===== src/rtl/fast_path_scheduler_if.sv =====
`default_nettype none
// ============================================================================
//  Module   : fast_path_scheduler_if
//  Purpose  : Bundles the multi-path FAST beat request side, the single
//             decoder-facing beat stream, the watchdog error pulse and the
//             busy flag of fast_path_scheduler.
//  Ports    : none (signal bundle only)
//             slave  modport - scheduler view (consumes path beats,
//                              produces the decoder stream)
//             master modport - environment view (drives path beats and
//                              decoder ready, observes the rest)
//  Revision : 1.0 - initial release
// ============================================================================
interface fast_path_scheduler_if #(
  parameter int BEAT_WIDTH = 64,
  parameter int SUP_PATHS  = 4
) ();
  localparam int PW = $clog2(SUP_PATHS);

  logic [SUP_PATHS-1:0]                 in_valid;
  logic [SUP_PATHS-1:0][BEAT_WIDTH-1:0] in_beat;
  logic [SUP_PATHS-1:0]                 in_last;
  logic [SUP_PATHS-1:0]                 in_ready;
  logic                                 out_valid;
  logic [BEAT_WIDTH-1:0]                out_beat;
  logic                                 out_last;
  logic                                 out_abort;
  logic [PW-1:0]                        out_path;
  logic                                 out_ready;
  logic                                 err_valid;
  logic [PW-1:0]                        err_path;
  logic                                 busy;

  modport slave (
    input  in_valid, in_beat, in_last, out_ready,
    output in_ready, out_valid, out_beat, out_last, out_abort, out_path,
           err_valid, err_path, busy
  );

  modport master (
    output in_valid, in_beat, in_last, out_ready,
    input  in_ready, out_valid, out_beat, out_last, out_abort, out_path,
           err_valid, err_path, busy
  );
endinterface
`default_nettype wire


===== src/rtl/fast_path_scheduler.sv =====
`default_nettype none
// ============================================================================
//  Module   : fast_path_scheduler
//  Purpose  : Round-robin arbiter with field lock feeding SUP_PATHS FAST beat
//             streams into one previous-value decoder. A path that wins keeps
//             the decoder until its field-complete beat is taken; a watchdog
//             truncates fields longer than MAX_FIELD_BEATS.
//  Ports    : clk  - clock, rising edge
//             rstn - asynchronous active-low reset
//             bus  - fast_path_scheduler_if.slave (path beats in, decoder
//                    beats out with last/abort/path tag, error pulse, busy)
//  Revision : 1.0 - initial release
// ============================================================================
module fast_path_scheduler #(
  parameter int BEAT_WIDTH      = 64,
  parameter int SUP_PATHS       = 4,
  parameter int MAX_FIELD_BEATS = 4
) (
  input  wire logic              clk,
  input  wire logic              rstn,
  fast_path_scheduler_if.slave   bus
);
  localparam int PW = $clog2(SUP_PATHS);
  localparam int CW = $clog2(MAX_FIELD_BEATS + 1);

  localparam logic [0:0]    c_st_idle   = 1'b0;
  localparam logic [0:0]    c_st_locked = 1'b1;
  localparam logic [CW-1:0] c_cnt_one   = CW'(1);
  localparam logic [CW-1:0] c_cnt_max   = CW'(MAX_FIELD_BEATS);
  localparam logic [PW-1:0] c_path_one  = PW'(1);
  localparam logic [PW-1:0] c_path_last = PW'(SUP_PATHS - 1);
  localparam logic [PW:0]   c_paths     = (PW+1)'(SUP_PATHS);

  logic [0:0]            r_state, w_state_nxt;
  logic [PW-1:0]         r_rr_ptr, r_owner;
  logic [CW-1:0]         r_beat_cnt;
  logic                  r_out_valid, r_out_last, r_out_abort, r_err_valid;
  logic [BEAT_WIDTH-1:0] r_out_beat;
  logic [PW-1:0]         r_out_path, r_err_path;

  logic [PW-1:0]         w_sel, w_sel_inc, w_cand;
  logic [PW:0]           w_sum;
  logic                  w_found, w_grant, w_adv, w_xfer, w_last, w_wd, w_done;
  logic [SUP_PATHS-1:0]  w_ready;
  logic                  w_busy;

  // Selection: owner when locked, otherwise first valid path at or after rr_ptr.
  always_comb begin : p_select
    w_sel   = r_owner;
    w_found = 1'b0;
    w_sum   = '0;
    w_cand  = '0;
    if (r_state == c_st_locked) begin
      w_found = bus.in_valid[r_owner];
    end else begin
      for (int i = 0; i < SUP_PATHS; i++) begin
        w_sum = {1'b0, r_rr_ptr} + (PW+1)'(i);
        if (w_sum >= c_paths) w_sum = w_sum - c_paths;
        w_cand = w_sum[PW-1:0];
        if (!w_found && bus.in_valid[w_cand]) begin
          w_found = 1'b1;
          w_sel   = w_cand;
        end
      end
    end
  end

  assign w_adv     = !r_out_valid || bus.out_ready;
  // A locked owner is offered the slot even while it idles its valid.
  assign w_grant   = (r_state == c_st_locked) || w_found;
  assign w_xfer    = w_adv && w_found;
  assign w_last    = bus.in_last[w_sel];
  // beat_cnt is 0 in IDLE, so the same compare covers MAX_FIELD_BEATS == 1.
  assign w_wd      = !w_last && ((r_beat_cnt + c_cnt_one) == c_cnt_max);
  assign w_done    = w_last || w_wd;
  assign w_sel_inc = (w_sel == c_path_last) ? '0 : (w_sel + c_path_one);

  // FSM: state register
  always_ff @(posedge clk or negedge rstn) begin
    if (!rstn) r_state <= c_st_idle;
    else       r_state <= w_state_nxt;
  end

  // FSM: next state
  always_comb begin : p_next
    w_state_nxt = r_state;
    if (w_xfer) begin
      if (w_done) w_state_nxt = c_st_idle;
      else        w_state_nxt = c_st_locked;
    end
  end

  // FSM: outputs
  always_comb begin : p_fsm_out
    w_busy  = (r_state == c_st_locked);
    w_ready = '0;
    if (rstn && w_adv && w_grant) w_ready[w_sel] = 1'b1;
  end

  // Arbitration bookkeeping and registered decoder stage.
  always_ff @(posedge clk or negedge rstn) begin
    if (!rstn) begin
      r_rr_ptr    <= '0;
      r_owner     <= '0;
      r_beat_cnt  <= '0;
      r_out_valid <= 1'b0;
      r_out_beat  <= '0;
      r_out_last  <= 1'b0;
      r_out_abort <= 1'b0;
      r_out_path  <= '0;
      r_err_valid <= 1'b0;
      r_err_path  <= '0;
    end else begin
      r_err_valid <= w_xfer && w_wd;
      if (w_xfer) begin
        if (w_done) begin
          r_rr_ptr   <= w_sel_inc;
          r_beat_cnt <= '0;
        end else begin
          r_owner    <= w_sel;
          r_beat_cnt <= r_beat_cnt + c_cnt_one;
        end
        if (w_wd) r_err_path <= w_sel;
        r_out_valid <= 1'b1;
        r_out_beat  <= bus.in_beat[w_sel];
        r_out_last  <= w_done;
        r_out_abort <= w_wd;
        r_out_path  <= w_sel;
      end else if (bus.out_ready) begin
        r_out_valid <= 1'b0;
      end
    end
  end

  assign bus.in_ready  = w_ready;
  assign bus.out_valid = r_out_valid;
  assign bus.out_beat  = r_out_beat;
  assign bus.out_last  = r_out_last;
  assign bus.out_abort = r_out_abort;
  assign bus.out_path  = r_out_path;
  assign bus.err_valid = r_err_valid;
  assign bus.err_path  = r_err_path;
  assign bus.busy      = w_busy;
endmodule
`default_nettype wire


===== src/flat_wrapper.sv =====
// flat-port wrapper written by rule: the top's interface ports become plain ports
module fast_path_scheduler_flat 
#(
  parameter int BEAT_WIDTH      = 64,
  parameter int SUP_PATHS       = 4,
  parameter int MAX_FIELD_BEATS = 4
)
  (clk, rstn, bus_in_valid, bus_in_beat, bus_in_last, bus_out_ready, bus_in_ready, bus_out_valid, bus_out_beat, bus_out_last, bus_out_abort, bus_out_path, bus_err_valid, bus_err_path, bus_busy);
  fast_path_scheduler_if #(.BEAT_WIDTH(BEAT_WIDTH), .SUP_PATHS(SUP_PATHS)) bus_i ();
  input  wire logic clk;
  input  wire logic rstn;
  input wire logic [$bits(bus_i.in_valid)-1:0] bus_in_valid;
  input wire logic [$bits(bus_i.in_beat)-1:0] bus_in_beat;
  input wire logic [$bits(bus_i.in_last)-1:0] bus_in_last;
  input wire logic [$bits(bus_i.out_ready)-1:0] bus_out_ready;
  output wire logic [$bits(bus_i.in_ready)-1:0] bus_in_ready;
  output wire logic [$bits(bus_i.out_valid)-1:0] bus_out_valid;
  output wire logic [$bits(bus_i.out_beat)-1:0] bus_out_beat;
  output wire logic [$bits(bus_i.out_last)-1:0] bus_out_last;
  output wire logic [$bits(bus_i.out_abort)-1:0] bus_out_abort;
  output wire logic [$bits(bus_i.out_path)-1:0] bus_out_path;
  output wire logic [$bits(bus_i.err_valid)-1:0] bus_err_valid;
  output wire logic [$bits(bus_i.err_path)-1:0] bus_err_path;
  output wire logic [$bits(bus_i.busy)-1:0] bus_busy;
  assign bus_i.in_valid = bus_in_valid;
  assign bus_i.in_beat = bus_in_beat;
  assign bus_i.in_last = bus_in_last;
  assign bus_i.out_ready = bus_out_ready;
  assign bus_in_ready = bus_i.in_ready;
  assign bus_out_valid = bus_i.out_valid;
  assign bus_out_beat = bus_i.out_beat;
  assign bus_out_last = bus_i.out_last;
  assign bus_out_abort = bus_i.out_abort;
  assign bus_out_path = bus_i.out_path;
  assign bus_err_valid = bus_i.err_valid;
  assign bus_err_path = bus_i.err_path;
  assign bus_busy = bus_i.busy;
  fast_path_scheduler #(.BEAT_WIDTH(BEAT_WIDTH), .SUP_PATHS(SUP_PATHS), .MAX_FIELD_BEATS(MAX_FIELD_BEATS)) u_core (.clk(clk), .rstn(rstn), .bus(bus_i));
endmodule

===== config.mk =====
export PLATFORM = sky130hd
export DESIGN_NAME = fast_path_scheduler_flat
export DESIGN_NICKNAME = d
export VERILOG_FILES = /design/src/rtl/fast_path_scheduler_if.sv /design/src/rtl/fast_path_scheduler.sv /design/src/flat_wrapper.sv
export SDC_FILE = /design/constraint.sdc
export NUM_CORES = 1
export LEC_CHECK = 0
export BUFFER_PORTS_ARGS = -buffer_cell sky130_fd_sc_hd__buf_4
export CORE_AREA = 2 2 135 137
export DETAILED_ROUTE_END_ITERATION = 16
export DIE_AREA = 0 0 137 139
export HOLD_SLACK_MARGIN = 0.12
export PLACE_DENSITY = 0.71
export SYNTH_ARGS = -nofsm -noshare
export SYNTH_HDL_FRONTEND = slang
export SYNTH_SLANG_ARGS = --single-unit

===== constraint.sdc =====
create_clock -name clk -period 2.48 [get_ports clk]
set_input_delay 0.372 -clock clk [delete_from_list [all_inputs] [get_ports clk]]
set_output_delay 0.372 -clock clk [all_outputs]
set_load 0.02 [all_outputs]

==> results of run 1 <==
## worst reg2reg max path: stages (launching register included)
cell and delay [ns]:
dfrtp_2 0.37, buf_6 0.13, mux4_2 0.51, o211ai_2 0.18, a31oi_2 0.13, a21oi_4 0.23
inv_4 0.08, buf_6 0.13, a211oi_4 0.25, o211a_1 0.27, mux2_4 0.31
## metal layers
layer	vias to the layer above	wire length, um
met5	-	0
met3	42	1360
met2	228	11600
met4	0	556
met1	2822	7790
li1	2847	-
## worst max-delay path by stage
stage | start | to | slack (ns) | depth (start not counted)
after floorplan | bus_in_valid[2] | u_core.r_rr_ptr[0] | -0.08 | 10
after detailed placement | u_core.r_rr_ptr[1] | u_core.r_rr_ptr[0] | -0.15 | 9
after CTS | u_core.r_rr_ptr[0] | bus_in_ready[2] | -0.30 | 12
final | u_core.r_rr_ptr[0] | bus_in_ready[2] | -0.34 | 10
after global routing | u_core.r_rr_ptr[0] | bus_in_ready[1] | -0.46 | 12
after global placement | u_core.r_rr_ptr[1] | u_core.r_rr_ptr[0] | -0.09 | 9
## placed cells by master, fill, tap and decap left out, types with 3 or more instances in the layout
cell type / count
a21oi_1: 3
buf_12: 8
buf_16: 6
buf_4: 385
buf_6: 25
buf_8: 9
bufinv_16: 3
clkbuf_16: 13
dfrtp_1: 78
ha_4: 4
inv_1: 4
inv_2: 5
mux2_2: 10
mux2_4: 58
mux2i_1: 117
mux2i_2: 11
nand2_1: 77
nand3_2: 3
nor2_1: 11
nor2_4: 3
nor2b_1: 3
o211ai_1: 3
o21ai_0: 7
o21ai_1: 12
o21ai_2: 58
## logic make-up after synthesis
family / Yosys count / share of synthesized area (%)
buf+inv: 56 / 5.81
mux: 199 / 36.8
fa+ha+maj: 6 / 1.31
compound gates: 106 / 11.6
flops: 80 / 35.0
simple gates: 119 / 9.44
## what timing repair did
| item | in CTS | in global routing |
|---|---|---|
| buffers inserted | 23 | 13 |
| pin swaps | 15 | 27 |
| setup endpoints to repair | 77 | 82 |
| gates resized for setup | 37 | 187 |
| cloned | 4 | 4 |
## stage by stage
| step | instance area, sq um | setup TNS, ns | power, mW | cells | hold WS, ns |
|---|---|---|---|---|---|
| floorplan | 5780 | -0.319 | 8.58 | 566 | 0.0764 |
| global placement | 8840 | -1.77 | 11.3 | 1147 | 0.460 |
| detailed placement | 8840 | -5.85 | 11.5 | 1147 | 0.468 |
| CTS | 9590 | -16.65 | 14.2 | 1188 | 0.134 |
| global route | 10500 | -18.25 | 17.7 | 1203 | 0.166 |
| finish | 10500 | -10.96 | 16.8 | 1203 | 0.121 |
## power by group
group	switching (mW)	internal, mW	total, mW
logic	5.85	7.08	12.9
clock network	0.535	0.980	1.52
registers	0.373	1.97	2.34
## state kept, by name, summed over array words and instances (netlist names)
register,count
u_core.bus.busy,1
u_core.bus.err_path,2
u_core.bus.err_valid,1
u_core.bus.out_abort,1
u_core.bus.out_beat,64
u_core.bus.out_last,1
u_core.bus.out_path,2
u_core.bus.out_valid,1
u_core.r_beat_cnt,3
u_core.r_owner,2
u_core.r_rr_ptr,2
## final cells by class
type	count	area share, %
Clock buffer	10	2.18
Inverter	12	0.549
Sequential cell	80	19.1
Multi-Input combinational cell	430	38.8
Tap cell	229	2.73
Timing Repair Buffer	437	35.6
Clock inverter	5	1.01
==> implementation parameters, run 1 <==
Parameter                              Value

Status
  Result of the run    finished with violations
  Violated checks    negative setup slack

Synth
  Number of different library cells in the post-synthesis netlist    52
  Most instantiated cells after synthesis    129 x mux2i_1, 80 x dfrtp_1, 77 x nand2_1, 65 x o21ai_1, 64 x mux2_2
  Fraction of synthesis flops using an asynchronous set or reset pin    100%
  Largest area contributor in the synthesized netlist    dfrtp_1
  Top FF cell, synth    dfrtp_1
  Sequential cell area fraction in the yosys report    35.0%
  Ranking of synthesized cells by area    dfrtp_1 35%, mux2i_1 23%, mux2_2 13%, o21ai_1 5.7%, nand2_1 5.1%
  Yosys synthesis warning count    0
  Most numerous cell in the Yosys netlist    mux2i_1
  Mapped Nets    839
  Number of synthesized flops with an enable pin    0
  Share of Yosys cell area claimed by the top area cell type    35.0%
  Cell count after synthesis    566
  #FFs+latches synth    80
  Avg Inst Size Synth    10.1 sq um
  Summed instance area of the synthesized netlist    5710 sq um

Floorplan
  Initial Util    32.3%
  Area of the die    19000 sq um
  Horizontal die dimension    137 um
  Number of rows created at floorplan    49
  Core Area    17700 sq um
  Die boundary height    139 um
  Number of ports placed on the die boundary    344

Cells and area
  Share of final-layout standard cells stronger than drive strength 1    64.9%
  Filler Cell Count    1488
  Footprint of the flip-flops and latches    2000 sq um
  Net total in the final layout    1243
  Area of the multi-input gates    4070 sq um
  Antenna diodes    0
  Area added between synthesis and finish    83.6%
  Final standard cell utilization of the core    59.4%

GRT
  Met2 global-route usage    37.8%
  Global-route wire length before repair    30600 um
  GRT Total Usage    20.7%
  Largest net degree at the start of global routing    83
  Global route overflow    0
  Highest-utilization routing layer at the global route stage    met2
  GRT met1 Usage    23.1%
  Global routing usage on met3    4.42%
  Via count of the first global-routing pass    5950
  Antenna violations before repair    0

Detailed routing
  Pre-Repair DR Iteration Count    4
  Remaining DRCs    0
  Routed length per placed instance    17.7 um
  Detailed-route wire length    21300 um
  Via-to-Cell Ratio    4.94
  Number of DRC violations after detailed-routing iteration 0    259
  Count of antenna-violating nets left after detailed routing    0
  Via count    5939

Timing
  Actual slew at the worst max-slew pin    0.648 ns
  Worst Setup Slack, final    -0.344 ns
  Final Max Tran Viols    0
  Final Cycle Share    114%
  Setup repair after global routing missed its margin    true
  Min Clock Period, post-route    2.82 ns
  Fmax    354 MHz
  Final hold vios    0
  Setup-failing EPs final    79
  Rel. slew slack    56.7%
  Worst clock skew    0.00545 ns

Worst setup path
  Family with the most delay on the worst path    compound AO/OA/AOI/OAI gates
  Crit path DAT    2.45 ns
  Path type of the worst setup path    reg2out
  R2R Setup Slk    -0.23 ns
  Element type at the critical path end    output pin
  Depth of the worst register-to-register path    10
  Slowest library cell on the worst path    mux4_2
  Biggest fanout along the worst timing path    6
  Buf+Inv Stages, Crit Path    4
  Critical path, cell by cell    buf_6 > mux4_2 > o211ai_2 > a31oi_2 > a21oi_4 > buf_6 > ha_4 > inv_2 > nor2_4 > buf_6
  Crit-path max cell delay    0.51 ns
  Reg-to-reg critical path startpoint    u_core.r_rr_ptr[0]
  Reg2reg end    u_core.r_owner[0]
  Library cell appearing most often on the critical path    buf_6
  Launching element type of the critical path    flip-flop
  Data required time at the worst endpoint    2.11 ns

Power
  PD cells    1600 nW/um^2
  Worst IR Drop VDD    0.752 mV
  Leak Pwr    5.47 nW

Clocking
  Clock network latency to the later pin of the worst-skew pair    0.34 ns
  Hold-fix buffers, CTS    0
  Cell at the root of the clock tree    clkbuf_16
  Clock slew at reported path FFs    0.06 ns
  CTS tree    yes
  H-tree levels    3
  Clock sink total    80
  Maximum number of buffers from clock root to sink    2
  Number of buffers inserted during clock tree synthesis    9

Placed design
  Count of input and output buffers    343
  Post-DP HPWL    15000 um
  Final weighted congestion of routability-driven global placement    0.798
  Worst slack, placed    -0.146 ns

Min path
  Worst Hold Class    in2async

Run
  Maxcap violations    0
No activity file was read; power rests on OpenSTA's default activity.
==> run 2: changes to the inputs <==
--- a/config.mk
+++ b/config.mk
@@ -6,11 +6,11 @@
 export NUM_CORES = 1
 export LEC_CHECK = 0
 export BUFFER_PORTS_ARGS = -buffer_cell sky130_fd_sc_hd__buf_4
-export CORE_AREA = 2 2 135 137
+export CORE_AREA = 2 2 134 136
 export DETAILED_ROUTE_END_ITERATION = 16
-export DIE_AREA = 0 0 137 139
+export DIE_AREA = 0 0 136 138
 export HOLD_SLACK_MARGIN = 0.12
-export PLACE_DENSITY = 0.71
+export PLACE_DENSITY = 0.72
 export SYNTH_ARGS = -nofsm -noshare
 export SYNTH_HDL_FRONTEND = slang
 export SYNTH_SLANG_ARGS = --single-unit
==> run 2 against run 1 <==
The run still ends with negative setup slack left. Critical path depth grew 3. Clock skew grew 0.0019 ns. Non-clock buffer count grew 10. Critical path type unchanged. Largest cell class unchanged.
==> implementation parameters, run 2 (synthesis results as in run 1) <==
Parameter                              Value

Status
  Result of the run    finished with violations
  Violated checks    negative setup slack

Run
  Maxcap violations    0

Detailed routing
  Via-to-Cell Ratio    4.94
  Number of DRC violations after detailed-routing iteration 0    187
  Via count    5995
  Remaining DRCs    0
  Detailed-route wire length    21300 um
  Count of antenna-violating nets left after detailed routing    0
  Routed length per placed instance    17.5 um
  Pre-Repair DR Iteration Count    4

Clocking
  Cell at the root of the clock tree    clkbuf_16
  CTS tree    yes
  Number of buffers inserted during clock tree synthesis    9
  Hold-fix buffers, CTS    0
  Maximum number of buffers from clock root to sink    2
  H-tree levels    3
  Clock slew at reported path FFs    0.06 ns
  Clock sink total    80
  Clock network latency to the later pin of the worst-skew pair    0.34 ns

Power
  Leak Pwr    5.47 nW
  PD cells    1580 nW/um^2
  Worst IR Drop VDD    0.745 mV

GRT
  Global route overflow    0
  Global-route wire length before repair    31400 um
  Largest net degree at the start of global routing    80
  Via count of the first global-routing pass    6083
  GRT Total Usage    21.6%
  Antenna violations before repair    0

Cells and area
  Area of the multi-input gates    4000 sq um
  Area added between synthesis and finish    83.6%
  Antenna diodes    0
  Share of final-layout standard cells stronger than drive strength 1    64.0%
  Net total in the final layout    1253
  Commonest non-fill, non-tap cells in the layout    388 x buf_4, 123 x mux2i_1, 78 x dfrtp_1, 76 x nand2_1, 50 x o21ai_2
  Largest register FFs    64
  Footprint of the flip-flops and latches    2000 sq um
  Final standard cell utilization of the core    59.8%
  Non-Filler Instances    1214
  Commonest non-fill, non-tap cell in the layout    buf_4
  Post-route cell area    10500 sq um
  Filler Cell Count    1491

Worst setup path
  Crit path DAT    2.54 ns
  Biggest fanout along the worst timing path    4
  Path type of the worst setup path    reg2out
  Crit-path max cell delay    0.43 ns
  R2R Setup Slk    -0.39 ns
  Buf+Inv Stages, Crit Path    6
  Family with the most delay on the worst path    buffers and inverters
  Data required time at the worst endpoint    2.11 ns
  Depth of the worst register-to-register path    14
  Reg2reg end    u_core.r_beat_cnt[0]
  Launching element type of the critical path    flip-flop
  Slowest library cell on the worst path    dfrtp_2
  Critical path, cell by cell    buf_6 > buf_4 > nor4b_4 > a311oi_1 > o21ai_1 > a22o_1 > a21oi_4 > buf_4 > inv_4 > ha_4 > inv_2 > nor2_4 > buf_6
  Reg-to-reg critical path startpoint    u_core.r_rr_ptr[1]
  Element type at the critical path end    output pin

Floorplan
  Core Area    17500 sq um
  Number of rows created at floorplan    49
  Number of ports placed on the die boundary    344
  Horizontal die dimension    136 um
  Area of the die    18800 sq um
  Initial Util    32.6%
  Die boundary height    138 um

Placed design
  Count of input and output buffers    343
  Final weighted congestion of routability-driven global placement    0.839
  Placement-stage cell area    8910 sq um
  Post-DP HPWL    14700 um
  Placed insts    1157

Timing
  Final hold vios    0
  Min Clock Period, post-route    2.91 ns
  Rel. slew slack    55.4%
  Total Negative Setup Slacks    -19.61 ns
  Worst clock skew    0.00732 ns
  Final Max Tran Viols    0
  Fmax    344 MHz
  Setup repair after global routing missed its margin    true
  Final Cycle Share    117%
  Actual slew at the worst max-slew pin    0.667 ns
  Worst Setup Slack, final    -0.428 ns
  Setup-failing EPs final    81

Min path
  Worst Hold Class    in2async
## run 2: cell types whose count changed in the layout (fill, tap and decap cells not counted), sizes merged
cell      change
clkbuf        -3
clkinv        +2
buf          +13
bufinv        -3
clkinvlp      +2
## run 2: layer usage
layer  track usage [%]  vias to the layer above  part of all wire [%]
met3              4.11                       34                   5.8
li1                  -                     2887                     -
met5                 0                        -                     0
met4              7.13                        0                   2.6
met1              24.8                     2854                    38
met2              39.7                      220                    54
## run 2: through the flow
stage / worst slack, ns / power [mW] / hold slack [ns]
floorplan: -0.0766 / 8.58 / 0.0764
global placement: -0.235 / 11.4 / 0.461
detailed placement: -0.265 / 11.5 / 0.470
CTS: -0.337 / 15.9 / 0.175
global route: -0.483 / 17.5 / 0.203
finish: -0.428 / 16.6 / 0.164
## run 2: what timing repair did
item                                    CTS  global route
buffers inserted                         29            14
pin swaps                                24            29
resized for setup                       140            88
endpoints found under the setup margin   80            82
cloned                                    9             1
## run 2: area by class of cell
class,instances,share of cell area (%)
multi-input cells,430,38.1
well taps,229,2.73
repair buffers,447,36.8
inverters,12,0.525
clock buffers,10,2.28
flip-flops and latches,80,19.1
clock inverters,6,0.429
## run 2: worst max path at each step
stage	from	endpoint	slack [ns]	cells past startpoint
after global routing	u_core.r_rr_ptr[1]	bus_in_ready[0]	-0.48	13
after detailed placement	u_core.r_rr_ptr[0]	u_core.r_rr_ptr[0]	-0.26	9
after CTS	u_core.r_rr_ptr[1]	bus_in_ready[2]	-0.34	14
final	u_core.r_rr_ptr[1]	bus_in_ready[0]	-0.43	13
after global placement	u_core.r_rr_ptr[0]	u_core.r_rr_ptr[0]	-0.24	9
after floorplan	bus_in_valid[2]	u_core.r_rr_ptr[0]	-0.08	10
## run 2: worst register-to-register path, delay by kind of cell (launching register included)
kind            cells  cell delay (ns)
compound gates      5             1.22
buf+inv             6             0.77
flops               1             0.43
simple gates        3             0.38
## run 2: report_power, final
group          internal, mW  switching (mW)  total, mW
Combinational          7.12            5.84       13.0
Sequential             1.96           0.374       2.34
Clock                 0.707           0.562       1.27
